`src/rtl/tm_mem_arbiter_if.sv`:
```
// Bundle of core/host request ports and the single-port memory bus seen by tm_mem_arbiter.
// core_lock exists only when TM_ARB_LOCK_EN is defined.
interface tm_mem_arbiter_if #(
  parameter int dw = 4,
  parameter int aw = 6
);
  logic          core_req;
  logic          core_we;
  logic [aw-1:0] core_addr;
  logic [dw-1:0] core_wdata;
  logic          core_gnt;
  logic          core_rvalid;
`ifdef TM_ARB_LOCK_EN
  logic          core_lock;
`endif
  logic          host_req;
  logic          host_we;
  logic [aw-1:0] host_addr;
  logic [dw-1:0] host_wdata;
  logic          host_gnt;
  logic          host_rvalid;
  logic [dw-1:0] rdata;
  logic          mem_re;
  logic          mem_we;
  logic [aw-1:0] mem_addr;
  logic [dw-1:0] mem_wdata;
  logic [dw-1:0] mem_rdata;
  logic [3:0]    host_wait;

  // Arbiter side
  modport slave (
`ifdef TM_ARB_LOCK_EN
    input  core_lock,
`endif
    input  core_req, core_we, core_addr, core_wdata,
    input  host_req, host_we, host_addr, host_wdata,
    input  mem_rdata,
    output core_gnt, core_rvalid, host_gnt, host_rvalid, rdata,
    output mem_re, mem_we, mem_addr, mem_wdata, host_wait
  );

  // Requesters plus memory side
  modport master (
`ifdef TM_ARB_LOCK_EN
    output core_lock,
`endif
    output core_req, core_we, core_addr, core_wdata,
    output host_req, host_we, host_addr, host_wdata,
    output mem_rdata,
    input  core_gnt, core_rvalid, host_gnt, host_rvalid, rdata,
    input  mem_re, mem_we, mem_addr, mem_wdata, host_wait
  );
endinterface

```
`src/rtl/tm_mem_arbiter.sv`:
```
// Core-priority arbiter for the Turing machine's single-port memory, with a host starvation bound.
// Optional TM_ARB_LOCK_EN adds core_lock to block host grants during core read-modify-write.
module tm_mem_arbiter #(
  parameter int dw       = 4,
  parameter int w        = 64,
  parameter int aw       = $clog2(w),
  parameter int MAX_WAIT = 4
) (
  input logic              i_clock,
  input logic              i_reset,
  tm_mem_arbiter_if.slave  bus
);

  if (MAX_WAIT < 1 || MAX_WAIT > 15 || aw < $clog2(w)) begin : g_bad_cfg
    $error("tm_mem_arbiter: MAX_WAIT must be 1..15 and aw must cover w");
  end

  localparam logic [1:0] IDLE       = 2'd0;
  localparam logic [1:0] CORE       = 2'd1;
  localparam logic [1:0] HOST       = 2'd2;
  localparam logic [3:0] MAX_WAIT_L = 4'(MAX_WAIT);

  logic [1:0] r_state;
  logic [1:0] w_state_next;
  logic       r_was_read;
  logic [3:0] r_host_wait;
  logic [3:0] w_host_wait_next;
  logic       w_core_gnt;
  logic       w_host_gnt;
  logic       w_lock;
  logic       w_rvalid_any;

`ifdef TM_ARB_LOCK_EN
  assign w_lock = bus.core_lock && (r_state == CORE);
`else
  assign w_lock = 1'b0;
`endif

  // Host wins when core is idle or when the host has waited MAX_WAIT contended cycles.
  always_comb begin
    w_core_gnt = 1'b0;
    w_host_gnt = 1'b0;
    if (!i_reset) begin
      if (bus.host_req && !w_lock && (!bus.core_req || r_host_wait == MAX_WAIT_L)) begin
        w_host_gnt = 1'b1;
      end else if (bus.core_req) begin
        w_core_gnt = 1'b1;
      end
    end
  end

  always_comb begin
    bus.mem_re    = 1'b0;
    bus.mem_we    = 1'b0;
    bus.mem_addr  = '0;
    bus.mem_wdata = '0;
    w_state_next  = IDLE;
    if (w_host_gnt) begin
      bus.mem_re    = !bus.host_we;
      bus.mem_we    = bus.host_we;
      bus.mem_addr  = bus.host_addr;
      bus.mem_wdata = bus.host_wdata;
      w_state_next  = HOST;
    end else if (w_core_gnt) begin
      bus.mem_re    = !bus.core_we;
      bus.mem_we    = bus.core_we;
      bus.mem_addr  = bus.core_addr;
      bus.mem_wdata = bus.core_wdata;
      w_state_next  = CORE;
    end
  end

  always_comb begin
    if (!bus.host_req || w_host_gnt) begin
      w_host_wait_next = 4'd0;
    end else if (r_host_wait < MAX_WAIT_L) begin
      w_host_wait_next = r_host_wait + 4'd1;
    end else begin
      w_host_wait_next = r_host_wait;
    end
  end

  always_ff @(posedge i_clock or posedge i_reset) begin
    if (i_reset) begin
      r_state     <= IDLE;
      r_was_read  <= 1'b0;
      r_host_wait <= 4'd0;
    end else begin
      r_state     <= w_state_next;
      r_was_read  <= bus.mem_re;
      r_host_wait <= w_host_wait_next;
    end
  end

  // The state records who was granted last cycle, which selects the rvalid owner.
  assign bus.core_rvalid = r_was_read && (r_state == CORE);
  assign bus.host_rvalid = r_was_read && (r_state == HOST);
  assign w_rvalid_any    = bus.core_rvalid || bus.host_rvalid;
  assign bus.rdata       = w_rvalid_any ? bus.mem_rdata : '0;
  assign bus.core_gnt    = w_core_gnt;
  assign bus.host_gnt    = w_host_gnt;
  assign bus.host_wait   = r_host_wait;

endmodule
```
`src/flat_wrapper.sv`:
```
// flat-port wrapper written by rule: the top's interface ports become plain ports
module tm_mem_arbiter_flat 
#(
  parameter int dw       = 4,
  parameter int w        = 64,
  parameter int aw       = $clog2(w),
  parameter int MAX_WAIT = 4
)
  (i_clock, i_reset, bus_core_req, bus_core_we, bus_core_addr, bus_core_wdata, bus_host_req, bus_host_we, bus_host_addr, bus_host_wdata, bus_mem_rdata, bus_core_gnt, bus_core_rvalid, bus_host_gnt, bus_host_rvalid, bus_rdata, bus_mem_re, bus_mem_we, bus_mem_addr, bus_mem_wdata, bus_host_wait);
  tm_mem_arbiter_if #(.dw(dw), .aw(aw)) bus_i ();
  input logic i_clock;
  input logic i_reset;
  input wire logic [$bits(bus_i.core_req)-1:0] bus_core_req;
  input wire logic [$bits(bus_i.core_we)-1:0] bus_core_we;
  input wire logic [$bits(bus_i.core_addr)-1:0] bus_core_addr;
  input wire logic [$bits(bus_i.core_wdata)-1:0] bus_core_wdata;
  input wire logic [$bits(bus_i.host_req)-1:0] bus_host_req;
  input wire logic [$bits(bus_i.host_we)-1:0] bus_host_we;
  input wire logic [$bits(bus_i.host_addr)-1:0] bus_host_addr;
  input wire logic [$bits(bus_i.host_wdata)-1:0] bus_host_wdata;
  input wire logic [$bits(bus_i.mem_rdata)-1:0] bus_mem_rdata;
  output wire logic [$bits(bus_i.core_gnt)-1:0] bus_core_gnt;
  output wire logic [$bits(bus_i.core_rvalid)-1:0] bus_core_rvalid;
  output wire logic [$bits(bus_i.host_gnt)-1:0] bus_host_gnt;
  output wire logic [$bits(bus_i.host_rvalid)-1:0] bus_host_rvalid;
  output wire logic [$bits(bus_i.rdata)-1:0] bus_rdata;
  output wire logic [$bits(bus_i.mem_re)-1:0] bus_mem_re;
  output wire logic [$bits(bus_i.mem_we)-1:0] bus_mem_we;
  output wire logic [$bits(bus_i.mem_addr)-1:0] bus_mem_addr;
  output wire logic [$bits(bus_i.mem_wdata)-1:0] bus_mem_wdata;
  output wire logic [$bits(bus_i.host_wait)-1:0] bus_host_wait;
  assign bus_i.core_req = bus_core_req;
  assign bus_i.core_we = bus_core_we;
  assign bus_i.core_addr = bus_core_addr;
  assign bus_i.core_wdata = bus_core_wdata;
  assign bus_i.host_req = bus_host_req;
  assign bus_i.host_we = bus_host_we;
  assign bus_i.host_addr = bus_host_addr;
  assign bus_i.host_wdata = bus_host_wdata;
  assign bus_i.mem_rdata = bus_mem_rdata;
  assign bus_core_gnt = bus_i.core_gnt;
  assign bus_core_rvalid = bus_i.core_rvalid;
  assign bus_host_gnt = bus_i.host_gnt;
  assign bus_host_rvalid = bus_i.host_rvalid;
  assign bus_rdata = bus_i.rdata;
  assign bus_mem_re = bus_i.mem_re;
  assign bus_mem_we = bus_i.mem_we;
  assign bus_mem_addr = bus_i.mem_addr;
  assign bus_mem_wdata = bus_i.mem_wdata;
  assign bus_host_wait = bus_i.host_wait;
  tm_mem_arbiter #(.dw(dw), .w(w), .aw(aw), .MAX_WAIT(MAX_WAIT)) u_core (.i_clock(i_clock), .i_reset(i_reset), .bus(bus_i));
endmodule
```
`config.mk`:
```
export PLATFORM = sky130hd
export DESIGN_NAME = tm_mem_arbiter_flat
export DESIGN_NICKNAME = d
export VERILOG_FILES = /design/src/rtl/tm_mem_arbiter_if.sv /design/src/rtl/tm_mem_arbiter.sv /design/src/flat_wrapper.sv
export SDC_FILE = /design/constraint.sdc
export NUM_CORES = 1
export LEC_CHECK = 0
export CELL_PAD_IN_SITES_DETAIL_PLACEMENT = 0
export CELL_PAD_IN_SITES_GLOBAL_PLACEMENT = 1
export CORE_MARGIN = 4
export CORE_UTILIZATION = 18
export DETAILED_ROUTE_END_ITERATION = 8
export PLACE_DENSITY_LB_ADDON = 0.25
export SLEW_MARGIN = 0
export SYNTH_ARGS = -nofsm -noshare
export SYNTH_HDL_FRONTEND = slang
export SYNTH_SLANG_ARGS = --single-unit
export TNS_END_PERCENT = 50
```
`constraint.sdc`:
```
create_clock -name i_clock -period 2.33 [get_ports i_clock]
set_clock_uncertainty 0.15 [all_clocks]
set_input_delay 0.5825 -clock i_clock [delete_from_list [all_inputs] [get_ports i_clock]]
set_output_delay 0.5825 -clock i_clock [all_outputs]
set_load 0.005 [all_outputs]
```
==> flow_results.xml <==
<?xml version="1.0" encoding="UTF-8"?>
<metrics>
  <group name="status">
    <metric name="run_status" unit="">complete, but fails checks</metric>
    <metric name="failed_checks" unit="">setup timing</metric>
  </group>
  <group name="sta">
    <metric name="timing.final.max_slew_violations" unit="">0</metric>
    <metric name="fin_crit_sh" unit="%">110</metric>
    <metric name="setup_viol_count_final" unit="">12</metric>
    <metric name="period_minus_slack" unit="ns">2.56</metric>
    <metric name="finalHoldViolCount" unit="">0</metric>
    <metric name="max_slew.worst_pin.slew" unit="ns">0.289</metric>
    <metric name="setup_repair_after_global_routing_missed_its_margin" unit="">yes</metric>
    <metric name="maximum_clock_frequency" unit="GHz">0.391</metric>
    <metric name="postLayoutSetupSlackWorst" unit="ns">-0.227</metric>
    <metric name="slew_headroom" unit="%">80.7</metric>
  </group>
  <group name="synthesis">
    <metric name="synthDistinctLibCells" unit="">18</metric>
    <metric name="synth-seq-cells" unit="">7</metric>
    <metric name="mappedNetlistArea" unit="um^2">523</metric>
    <metric name="syn-instance-count" unit="">51</metric>
    <metric name="avgSynthCellArea" unit="um^2">10.3</metric>
    <metric name="ys.warnings.count" unit="">0</metric>
    <metric name="syn-num-nets" unit="">83</metric>
    <metric name="synth_seq_area_share" unit="%">33.5</metric>
  </group>
  <group name="die">
    <metric name="ios" unit="">54</metric>
    <metric name="starting_density" unit="%">19.0</metric>
    <metric name="placementRows" unit="">19</metric>
    <metric name="die_w" unit="um">61.9</metric>
    <metric name="die_area" unit="um^2">3830</metric>
    <metric name="core-area" unit="um^2">2760</metric>
    <metric name="die-height" unit="um">61.9</metric>
  </group>
  <group name="clock_tree">
    <metric name="cts_tree" unit="">yes</metric>
    <metric name="ctsHoldBuffers" unit="">0</metric>
    <metric name="max-clock-path-buffers" unit="">2</metric>
    <metric name="tritoncts.num_buffers" unit="">3</metric>
    <metric name="ctsRootBufferMaster" unit="">sky130_fd_sc_hd__clkbuf_4</metric>
    <metric name="cts-htree-levels" unit="">1</metric>
    <metric name="clock_latency" unit="ns">0.24</metric>
    <metric name="clk_pin_slew_worst_paths" unit="ns">0.05</metric>
    <metric name="tritoncts_num_sinks" unit="">7</metric>
  </group>
  <group name="power">
    <metric name="power.static_leakage" unit="nW">0.724</metric>
    <metric name="p_per_area" unit="nW/um^2">327</metric>
    <metric name="worst_ir_drop_vdd" unit="mV">0.184</metric>
  </group>
  <group name="critical_path">
    <metric name="cp.arrival" unit="ns">1.82</metric>
    <metric name="worstSetupEndpointType" unit="">output pin</metric>
    <metric name="timing.critical_path.required" unit="ns">1.60</metric>
    <metric name="setup.worst_path.start_class" unit="">flip-flop</metric>
    <metric name="crit_path_max_fanout" unit="">3</metric>
    <metric name="worst-setup-path-type" unit="">reg -&gt; out</metric>
  </group>
  <group name="route">
    <metric name="vias" unit="">717</metric>
    <metric name="detail_route.iter0.violations" unit="">6</metric>
    <metric name="detail_route.drc_violations" unit="">0</metric>
    <metric name="detail_route.first_pass.iterations" unit="">3</metric>
    <metric name="drt.antenna.violating_nets" unit="">0</metric>
    <metric name="drt-vias-per-instance" unit="">4.43</metric>
    <metric name="avgRoutedWirePerCell" unit="um">13.0</metric>
    <metric name="routed_wl" unit="um">2100</metric>
  </group>
  <group name="place">
    <metric name="place_congestion" unit="">0.701</metric>
    <metric name="place.port_buffers" unit="">53</metric>
    <metric name="detailed_place_hpwl" unit="um">1490</metric>
    <metric name="dpl-instance-area" unit="um^2">1180</metric>
  </group>
  <group name="global_route">
    <metric name="grt_start_max_net_pins" unit="">9</metric>
    <metric name="globalRouteTotalUtil" unit="%">11.2</metric>
    <metric name="grt_remaining_overflow" unit="">0</metric>
    <metric name="grt_pass1_vias" unit="">738</metric>
    <metric name="antenna_violations_before_repair" unit="">0</metric>
    <metric name="grt_first_pass_wirelength" unit="um">3110</metric>
  </group>
  <group name="final_layout">
    <metric name="fillers" unit="">258</metric>
    <metric name="finish.instance_area" unit="um^2">1400</metric>
    <metric name="finish.utilization" unit="%">50.6</metric>
    <metric name="areaGrowthSynthToFinish" unit="%">167</metric>
    <metric name="final_layout_size_suffix_gt1_share" unit="%">45.0</metric>
    <metric name="diode_insertion_count_for_antenna_repair" unit="">0</metric>
    <metric name="nets_final" unit="">164</metric>
  </group>
  <group name="min_path">
    <metric name="timing.hold.worst.class" unit="">in -&gt; async</metric>
  </group>
  <group name="run">
    <metric name="max_cap_violations" unit="">0</metric>
  </group>
</metrics>
## critical path, stage by stage, from the launching register on
cell,delay [ns]
sky130_fd_sc_hd__dfrtp_1,0.37
sky130_fd_sc_hd__inv_1,0.06
sky130_fd_sc_hd__ha_2,0.18
sky130_fd_sc_hd__nand3b_4,0.10
sky130_fd_sc_hd__a211oi_4,0.31
sky130_fd_sc_hd__buf_4,0.18
sky130_fd_sc_hd__buf_6,0.09
sky130_fd_sc_hd__buf_6,0.08
sky130_fd_sc_hd__a22o_4,0.12
sky130_fd_sc_hd__buf_6,0.08
## logic make-up (layout without fill, tap and decap cells)
family,after synthesis,in the layout,share of synthesized area (%)
xor gates and xnor gates,2,2,3.35
DFF,7,7,33.5
muxes,1,1,1.91
AOI/OAI and AO/OA,16,16,31.6
and+or+nand+nor,14,14,16.7
adders and majority gates,2,2,4.78
buffers and inverters,9,89,8.13
## flip-flops by register name, summed over array words and instances (netlist names)
signal and flops:
u_core.bus.host_wait 4, u_core.r_state 2, u_core.r_was_read 1
## cell type report
| cell class | instances | area (um^2) | share of cell area [%] |
|---|---|---|---|
| clock buffer | 4 | 26.3 | 1.88 |
| inverter | 7 | 26.3 | 1.88 |
| multi-input combinational | 35 | 368 | 26.3 |
| sequential | 7 | 175 | 12.5 |
| tap | 31 | 38.8 | 2.78 |
| timing repair buffer | 78 | 762 | 54.6 |
## metal layers
metal	global-route usage [%]	vias up	routed length, um
met3	5.17	2	289
met5	0	-	0
li1	-	347	-
met1	9.70	326	626
met2	21.4	42	1160
met4	5.45	0	25
## cells in the final DEF, fill, tap and decap left out
master	instances
sky130_fd_sc_hd__buf_4	13
sky130_fd_sc_hd__buf_2	2
sky130_fd_sc_hd__nand3b_4	1
sky130_fd_sc_hd__nor2_1	3
sky130_fd_sc_hd__ha_1	1
sky130_fd_sc_hd__o211a_4	1
sky130_fd_sc_hd__a22o_4	7
sky130_fd_sc_hd__dfrtp_1	7
sky130_fd_sc_hd__a22o_2	5
sky130_fd_sc_hd__inv_2	1
sky130_fd_sc_hd__dlygate4sd2_1	7
sky130_fd_sc_hd__a21oi_1	1
sky130_fd_sc_hd__nor3_1	3
sky130_fd_sc_hd__clkbuf_4	3
sky130_fd_sc_hd__nand2_1	2
sky130_fd_sc_hd__and3b_1	1
sky130_fd_sc_hd__ha_2	1
sky130_fd_sc_hd__mux2i_1	1
sky130_fd_sc_hd__clkdlybuf4s50_1	32
sky130_fd_sc_hd__clkbuf_1	1
sky130_fd_sc_hd__clkbuf_2	1
sky130_fd_sc_hd__buf_12	1
sky130_fd_sc_hd__xnor2_1	1
sky130_fd_sc_hd__a211oi_4	1
sky130_fd_sc_hd__o211a_1	1
sky130_fd_sc_hd__buf_6	22
sky130_fd_sc_hd__xor2_1	1
sky130_fd_sc_hd__inv_1	6
sky130_fd_sc_hd__and3_1	4
## cell usage after synthesis
cell type,number,area (um^2)
sky130_fd_sc_hd__inv_1,7,26.3
sky130_fd_sc_hd__buf_2,1,5.00
sky130_fd_sc_hd__mux2i_1,1,10.0
sky130_fd_sc_hd__buf_6,1,11.3
sky130_fd_sc_hd__and3_1,4,25.0
sky130_fd_sc_hd__nor2_1,3,11.3
sky130_fd_sc_hd__a22o_2,12,120
sky130_fd_sc_hd__o211a_1,2,20.0
sky130_fd_sc_hd__and3b_1,1,8.76
sky130_fd_sc_hd__nand2_1,2,7.51
sky130_fd_sc_hd__a21oi_1,1,5.00
sky130_fd_sc_hd__xnor2_1,1,8.76
sky130_fd_sc_hd__xor2_1,1,8.76
sky130_fd_sc_hd__dfrtp_1,7,175
sky130_fd_sc_hd__ha_1,2,25.0
sky130_fd_sc_hd__nand3b_4,1,20.0
sky130_fd_sc_hd__a211oi_4,1,20.0
sky130_fd_sc_hd__nor3_1,3,15.0
## where the power goes
group | internal (W) | switching, W
clock | 0.0000650 | 0.0000396
sequential | 0.000130 | 0.00000544
combinational | 0.000144 | 0.0000719
## through the flow
step / hold slack, ns / power, W / setup slack [ns] / instances / setup TNS, ns
after CTS: 0.372 / 0.000455 / -0.271 / 162 / -2.87
after detailed placement: 0.478 / 0.000320 / -0.667 / 145 / -9.12
after global routing: 0.431 / 0.000485 / -0.326 / 162 / -3.39
after floorplan: 0.252 / 0.000196 / 0.161 / 51 / 0
final: 0.393 / 0.000456 / -0.227 / 162 / -2.28
after global placement: 0.461 / 0.000318 / -0.659 / 145 / -9.03
## path summary, 6_finish.rpt
path                                               from                       to  slack (ns)  cells after the start
worst max-delay path            u_core.bus.host_wait[0]               bus_mem_re       -0.23                      9
worst min-delay path                            i_reset        u_core.r_state[0]        0.39                      3
worst max register to register  u_core.bus.host_wait[0]  u_core.bus.host_wait[2]        0.52                      9
worst min register to register  u_core.bus.host_wait[3]  u_core.bus.host_wait[3]        0.48                      3
max in group asynchronous                       i_reset  u_core.bus.host_wait[1]        1.51                      3
min in group i_clock            u_core.bus.host_wait[3]  u_core.bus.host_wait[3]        0.48                      3
## repair_timing
action	4_1_cts	5_1_grt
gates resized for setup	87	9
setup endpoints to repair	18	14
setup buffers	11	1
gates cloned	2	0
pin swaps	6	3
No activity file was read; power rests on OpenSTA's default activity.
